`src/rtl/fifo_pkg.sv`:
```
// fifo_pkg: shared FIFO definitions used by the write-side and read-side
// pointer logic.
//   ADDRSIZE_DEF : default log2 of FIFO depth
//   bin2gray     : binary -> reflected Gray code (operates on up to 32 bits)
//   gray2bin     : reflected Gray code -> binary (operates on up to 32 bits)
// Callers zero-extend narrower pointers into the 32-bit argument and
// truncate the result back to their own width.
package fifo_pkg;

  localparam int unsigned ADDRSIZE_DEF = 4;
  localparam int unsigned CODE_W       = 32;

  function automatic logic [CODE_W-1:0] bin2gray(input logic [CODE_W-1:0] bin);
    return bin ^ (bin >> 1);
  endfunction

  // Each binary bit is the XOR of all Gray bits at or above it.
  function automatic logic [CODE_W-1:0] gray2bin(input logic [CODE_W-1:0] gray);
    logic [CODE_W-1:0] bin;
    bin[CODE_W-1] = gray[CODE_W-1];
    for (int i = CODE_W - 2; i >= 0; i--) begin
      bin[i] = bin[i+1] ^ gray[i];
    end
    return bin;
  endfunction

endpackage

```
`src/rtl/sync_r2w.sv`:
```
// sync_r2w: two-flop synchronizer bringing the Gray read pointer into the
// write clock domain.
//   wclk     : write-domain clock
//   wrst     : synchronous active-high reset (clears both flops)
//   rptr     : Gray read pointer, asynchronous to wclk
//   wq2_rptr : read pointer after two wclk flops
module sync_r2w
  import fifo_pkg::*;
#(
  parameter int unsigned ADDRSIZE = ADDRSIZE_DEF
) (
  input  logic              wclk,
  input  logic              wrst,
  input  logic [ADDRSIZE:0] rptr,
  output logic [ADDRSIZE:0] wq2_rptr
);

  logic [ADDRSIZE:0] wq1_rptr;

  // Flop-to-flop with nothing in between; Gray coding keeps the sampled
  // value within one step of the true pointer.
  always_ff @(posedge wclk) begin
    if (wrst) begin
      wq1_rptr <= '0;
      wq2_rptr <= '0;
    end else begin
      wq1_rptr <= rptr;
      wq2_rptr <= wq1_rptr;
    end
  end

endmodule

```
`src/rtl/wptr_full_ctrl.sv`:
```
// wptr_full_ctrl: write-side pointer and full/level logic of an async FIFO.
//   wclk         : write-domain clock (only clock)
//   wrst         : synchronous active-high reset
//   winc         : write request, accepted only while not full
//   rptr         : Gray read pointer from the read domain
//   wovf_clr     : clears the sticky overflow flag
//   waddr        : binary write address into the storage array
//   wptr         : registered Gray write pointer for the read domain
//   wfull        : registered full flag
//   walmost_full : registered level >= AFULL_THRESH
//   wlevel       : registered occupancy seen from the write domain
//   wovf         : sticky overflow flag
// Build option: define WPTR_FULL_OVF_EN to include the overflow register;
// otherwise wovf is constant 0 and wovf_clr is ignored.
module wptr_full_ctrl
  import fifo_pkg::*;
#(
  parameter int unsigned ADDRSIZE     = ADDRSIZE_DEF,
  parameter int unsigned AFULL_THRESH = 12
) (
  input  logic                wclk,
  input  logic                wrst,
  input  logic                winc,
  input  logic [ADDRSIZE:0]   rptr,
  input  logic                wovf_clr,
  output logic [ADDRSIZE-1:0] waddr,
  output logic [ADDRSIZE:0]   wptr,
  output logic                wfull,
  output logic                walmost_full,
  output logic [ADDRSIZE:0]   wlevel,
  output logic                wovf
);

  localparam int unsigned PW = ADDRSIZE + 1;

  logic [ADDRSIZE:0] wbin;
  logic [ADDRSIZE:0] wbnext;
  logic [ADDRSIZE:0] wgnext;
  logic [ADDRSIZE:0] wq2_rptr;
  logic [ADDRSIZE:0] rbin_sync;
  logic [ADDRSIZE:0] full_gray;
  logic [ADDRSIZE:0] wlevel_next;
  logic              wen;
  logic              wfull_next;
  logic              walmost_full_next;

  sync_r2w #(
    .ADDRSIZE (ADDRSIZE)
  ) u_sync_r2w (
    .wclk     (wclk),
    .wrst     (wrst),
    .rptr     (rptr),
    .wq2_rptr (wq2_rptr)
  );

  // Next-pointer and status computation from the synchronized read pointer.
  always_comb begin
    wen               = winc & ~wfull;
    wbnext            = wbin + PW'(wen);
    wgnext            = PW'(bin2gray(CODE_W'(wbnext)));
    rbin_sync         = PW'(gray2bin(CODE_W'(wq2_rptr)));
    // Full when write Gray equals read Gray with the top two bits inverted,
    // i.e. the write pointer is exactly one lap ahead.
    full_gray         = wq2_rptr ^ (PW'(3) << (ADDRSIZE - 1));
    wfull_next        = (wgnext == full_gray);
    wlevel_next       = wbnext - rbin_sync;
    walmost_full_next = (wlevel_next >= PW'(AFULL_THRESH));
  end

  // Pointer and status registers.
  always_ff @(posedge wclk) begin
    if (wrst) begin
      wbin         <= '0;
      wptr         <= '0;
      wfull        <= 1'b0;
      walmost_full <= 1'b0;
      wlevel       <= '0;
    end else begin
      wbin         <= wbnext;
      wptr         <= wgnext;
      wfull        <= wfull_next;
      walmost_full <= walmost_full_next;
      wlevel       <= wlevel_next;
    end
  end

  assign waddr = wbin[ADDRSIZE-1:0];

`ifdef WPTR_FULL_OVF_EN
  // Sticky overflow: a request seen while full sets it; set beats clear.
  always_ff @(posedge wclk) begin
    if (wrst) begin
      wovf <= 1'b0;
    end else if (winc && wfull) begin
      wovf <= 1'b1;
    end else if (wovf_clr) begin
      wovf <= 1'b0;
    end
  end
`else
  logic unused_wovf_clr;
  assign unused_wovf_clr = wovf_clr;
  assign wovf            = 1'b0;
`endif

endmodule

```
`config.mk`:
```
export PLATFORM = sky130hd
export DESIGN_NAME = wptr_full_ctrl
export DESIGN_NICKNAME = d
export VERILOG_FILES = /design/src/rtl/fifo_pkg.sv /design/src/rtl/sync_r2w.sv /design/src/rtl/wptr_full_ctrl.sv
export SDC_FILE = /design/constraint.sdc
export NUM_CORES = 1
export LEC_CHECK = 0
export CORE_MARGIN = 10
export CORE_UTILIZATION = 48
export CTS_BUF_LIST = sky130_fd_sc_hd__clkbuf_8 sky130_fd_sc_hd__clkbuf_16
export CTS_CLUSTER_DIAMETER = 30
export DETAILED_ROUTE_END_ITERATION = 10
export PLACE_DENSITY = 0.84
export RECOVER_POWER = 100
export SKIP_LAST_GASP = 1
export SLEW_MARGIN = 10
export SYNTH_ARGS = -nofsm -noshare
export SYNTH_HDL_FRONTEND = slang
export SYNTH_HIERARCHICAL = 1
export SYNTH_SLANG_ARGS = --single-unit
```
`constraint.sdc`:
```
create_clock -name wclk -period 2.9 [get_ports wclk]
set_input_delay 0.58 -clock wclk [delete_from_list [all_inputs] [get_ports wclk]]
set_output_delay 0.58 -clock wclk [all_outputs]
set_load 0.01 [all_outputs]
```
==> metrics.csv <==
stage,metric,value,unit
timing,setup_violations,0,
yosys,syn_avg_cell_area,10.2,um^2
yosys,yosysSeqAreaShare,45.4,%
final_layout,final_cell_mix,"dfxtp_1, dlygate4sd3_1, nor2_1",
yosys,synth_cell_type_count,31,
pwr,p_leak,0.662,nW
yosys,syn_area,1150,um^2
die,die_area,4740,um^2
final_layout,fin_util,65.9,%
timing,final_max_slew_viol_count,0,
critical_path,critPathLaunchType,register,
placement,dpl_cell_area,1450,um^2
drt,viasPerCell,4.82,
pwr,vdd_ir_drop_max,0.486,mV
placement,place_ws,-0.119,ns
clock_tree,cts-buffers-inserted,3,
timing,timing.hold.ws,0.441,ns
yosys,syn_inst,112,
global_route,grt_max_degree,18,
timing,rsz0062_at_grt,false,
pwr,power.total,0.831,mW
timing,finalWorstSetupSlack,0.155,ns
global_route,antenna_found_initial,0,
critical_path,cp-end-kind,register,
final_layout,final_common_cell,dfxtp_1,
yosys,syn_nets,128,
die,core_area,2230,um^2
timing,slew_headroom,62.6,%
placement,finalWeightedCongestion,0.811,
yosys,yosysTopAreaCell,dfxtp_1,
placement,hpwl,1800,um
clock_tree,htreeDepth,1,
drt,ant_nets,0,
timing,fin_setup_tns,0,ns
drt,first_iter_violations,27,
yosys,synth_edf_count,0,
placement,io_buffers,23,
global_route,grt-ovfl-total,0,
clock_tree,clk_latency,0.27,ns
pwr,power_density,565,nW/um^2
final_layout,final_cell_area,1470,um^2
clock_tree,clockBufferDepth,2,
drt,dr.pass1.iters,3,
global_route,grt_util_all_layers,11.1,%
yosys,synth-seq-cells,26,
clock_tree,tritoncts,built,
global_route,grt_pass1_vias,908,
clock_tree,cts_hold_buf,0,
yosys,netlist.area_leader.share,45.4,%
timing,post-route-period-util,94.7,%
yosys,ys.flop_type,dfxtp_1,
critical_path,cp_data_arrival_time,2.88,ns
die,dieHeight,68.9,um
critical_path,critPathMaxFanout,3,
final_layout,nNetsFinal,160,
critical_path,path_class,reg2reg,
flow_run,max_cap_violations,0,
die,ios,26,
timing,max_freq,364,MHz
die,start_util,51.3,%
yosys,async_flop_share,0,%
global_route,grt_pass1_wl,3930,um
timing,finalHoldViolations,0,
final_layout,antenna_cells,0,
final_layout,area_growth,28.5,%
yosys,synth-warning-count,6,
yosys,synthTopCellsByArea,"dfxtp_1, xnor2_1, ha_1",
timing,fin_skew,0.00259,ns
placement,placed_cells,167,
worst_hold_path,hp-class,reg2reg,
drt,num_vias,824,
clock_tree,cts_setup_buffers,0,
die,fp-row-count,17,
critical_path,worstPathRequired,3.03,ns
final_layout,fin_cells,171,
outcome,status,"finished, final reports clean",
timing,tightest_slew,0.560,ns
drt,remaining_drc_errors,0,
clock_tree,clock-root-buffer,clkbuf_8,
drt,drt-total-wl,2310,um
clock_tree,post_cts_resized,0,
clock_tree,cts.sinks,26,
clock_tree,clk_pin_slew,0.08,ns
die,die_w,68.9,um
final_layout,drive_gt1_share,4.90,%
timing,period_needed,2.75,ns
drt,wl_per_cell,13.5,um
==> where the power goes <==
part / switching, mW / internal [mW] / total, mW
Clock: 0.107 / 0.121 / 0.229
Sequential: 0.0116 / 0.390 / 0.402
Combinational: 0.0971 / 0.104 / 0.201
Total: 0.216 / 0.615 / 0.831
==> routing by layer <==
metal	wire [um]	vias to the layer above	GRT usage (%)
li1	-	420	-
met1	917	372	11.0
met2	1090	23	18.4
met3	209	9	4.67
met4	85	0	7.88
met5	0	-	0
==> kinds of logic after synthesis <==
kind of cell / Yosys count / share of synthesized area (%)
AND/OR/NAND/NOR: 38 / 17.6
flip-flops: 26 / 45.4
XOR/XNOR: 21 / 18.0
buffers and inverters: 10 / 3.71
AO/OA/AOI/OAI: 8 / 5.79
adder cells (fa/ha/maj): 7 / 8.30
other: 1 / 0.327
multiplexers: 1 / 0.873
==> cell type report <==
| class | count | area (um^2) |
|---|---|---|
| sequential | 26 | 520 |
| timing repair buffer | 30 | 268 |
| clock buffer | 4 | 55.1 |
| fill | 200 | 761 |
| multi-input combinational | 76 | 568 |
| inverter | 7 | 26.3 |
| tap | 28 | 35.0 |
==> cells in the mapped netlist (2+ instances only) <==
cell      number
xor2_1         7
o21ai_0        2
dfxtp_1       26
xnor2_1       12
nor2_1        15
ha_1           6
nand2b_1       2
inv_1          7
nor3b_1        2
nor2b_1       12
==> sequential cells by signal (all words and copies together), names as in the netlist <==
name / flops
u_sync_r2w/wq1_rptr: 5
u_sync_r2w/wq2_rptr: 5
walmost_full: 1
wbin: 4
wfull: 1
wlevel: 5
wptr: 5
==> critical path, cell delays in order, from the launching register on <==
cell	delay, ns
dfxtp_1	0.33
xnor2_1	0.25
xor2_1	0.28
xor2_1	0.30
xnor2_1	0.11
ha_1	0.24
fa_1	0.44
nand2b_1	0.16
a21oi_1	0.16
xnor2_1	0.19
o32ai_1	0.14
==> path summary, 6_finish.rpt <==
check	slack (ns)	cells after the start	startpoint	endpoint
setup / recovery	0.15	10	u_sync_r2w/wq2_rptr[4]	walmost_full
hold / removal	0.44	1	u_sync_r2w/wq1_rptr[3]	u_sync_r2w/wq2_rptr[3]
setup reg to reg	0.15	10	u_sync_r2w/wq2_rptr[4]	walmost_full
hold reg to reg	0.44	1	u_sync_r2w/wq1_rptr[3]	u_sync_r2w/wq2_rptr[3]
No activity file was read; power rests on OpenSTA's default activity.
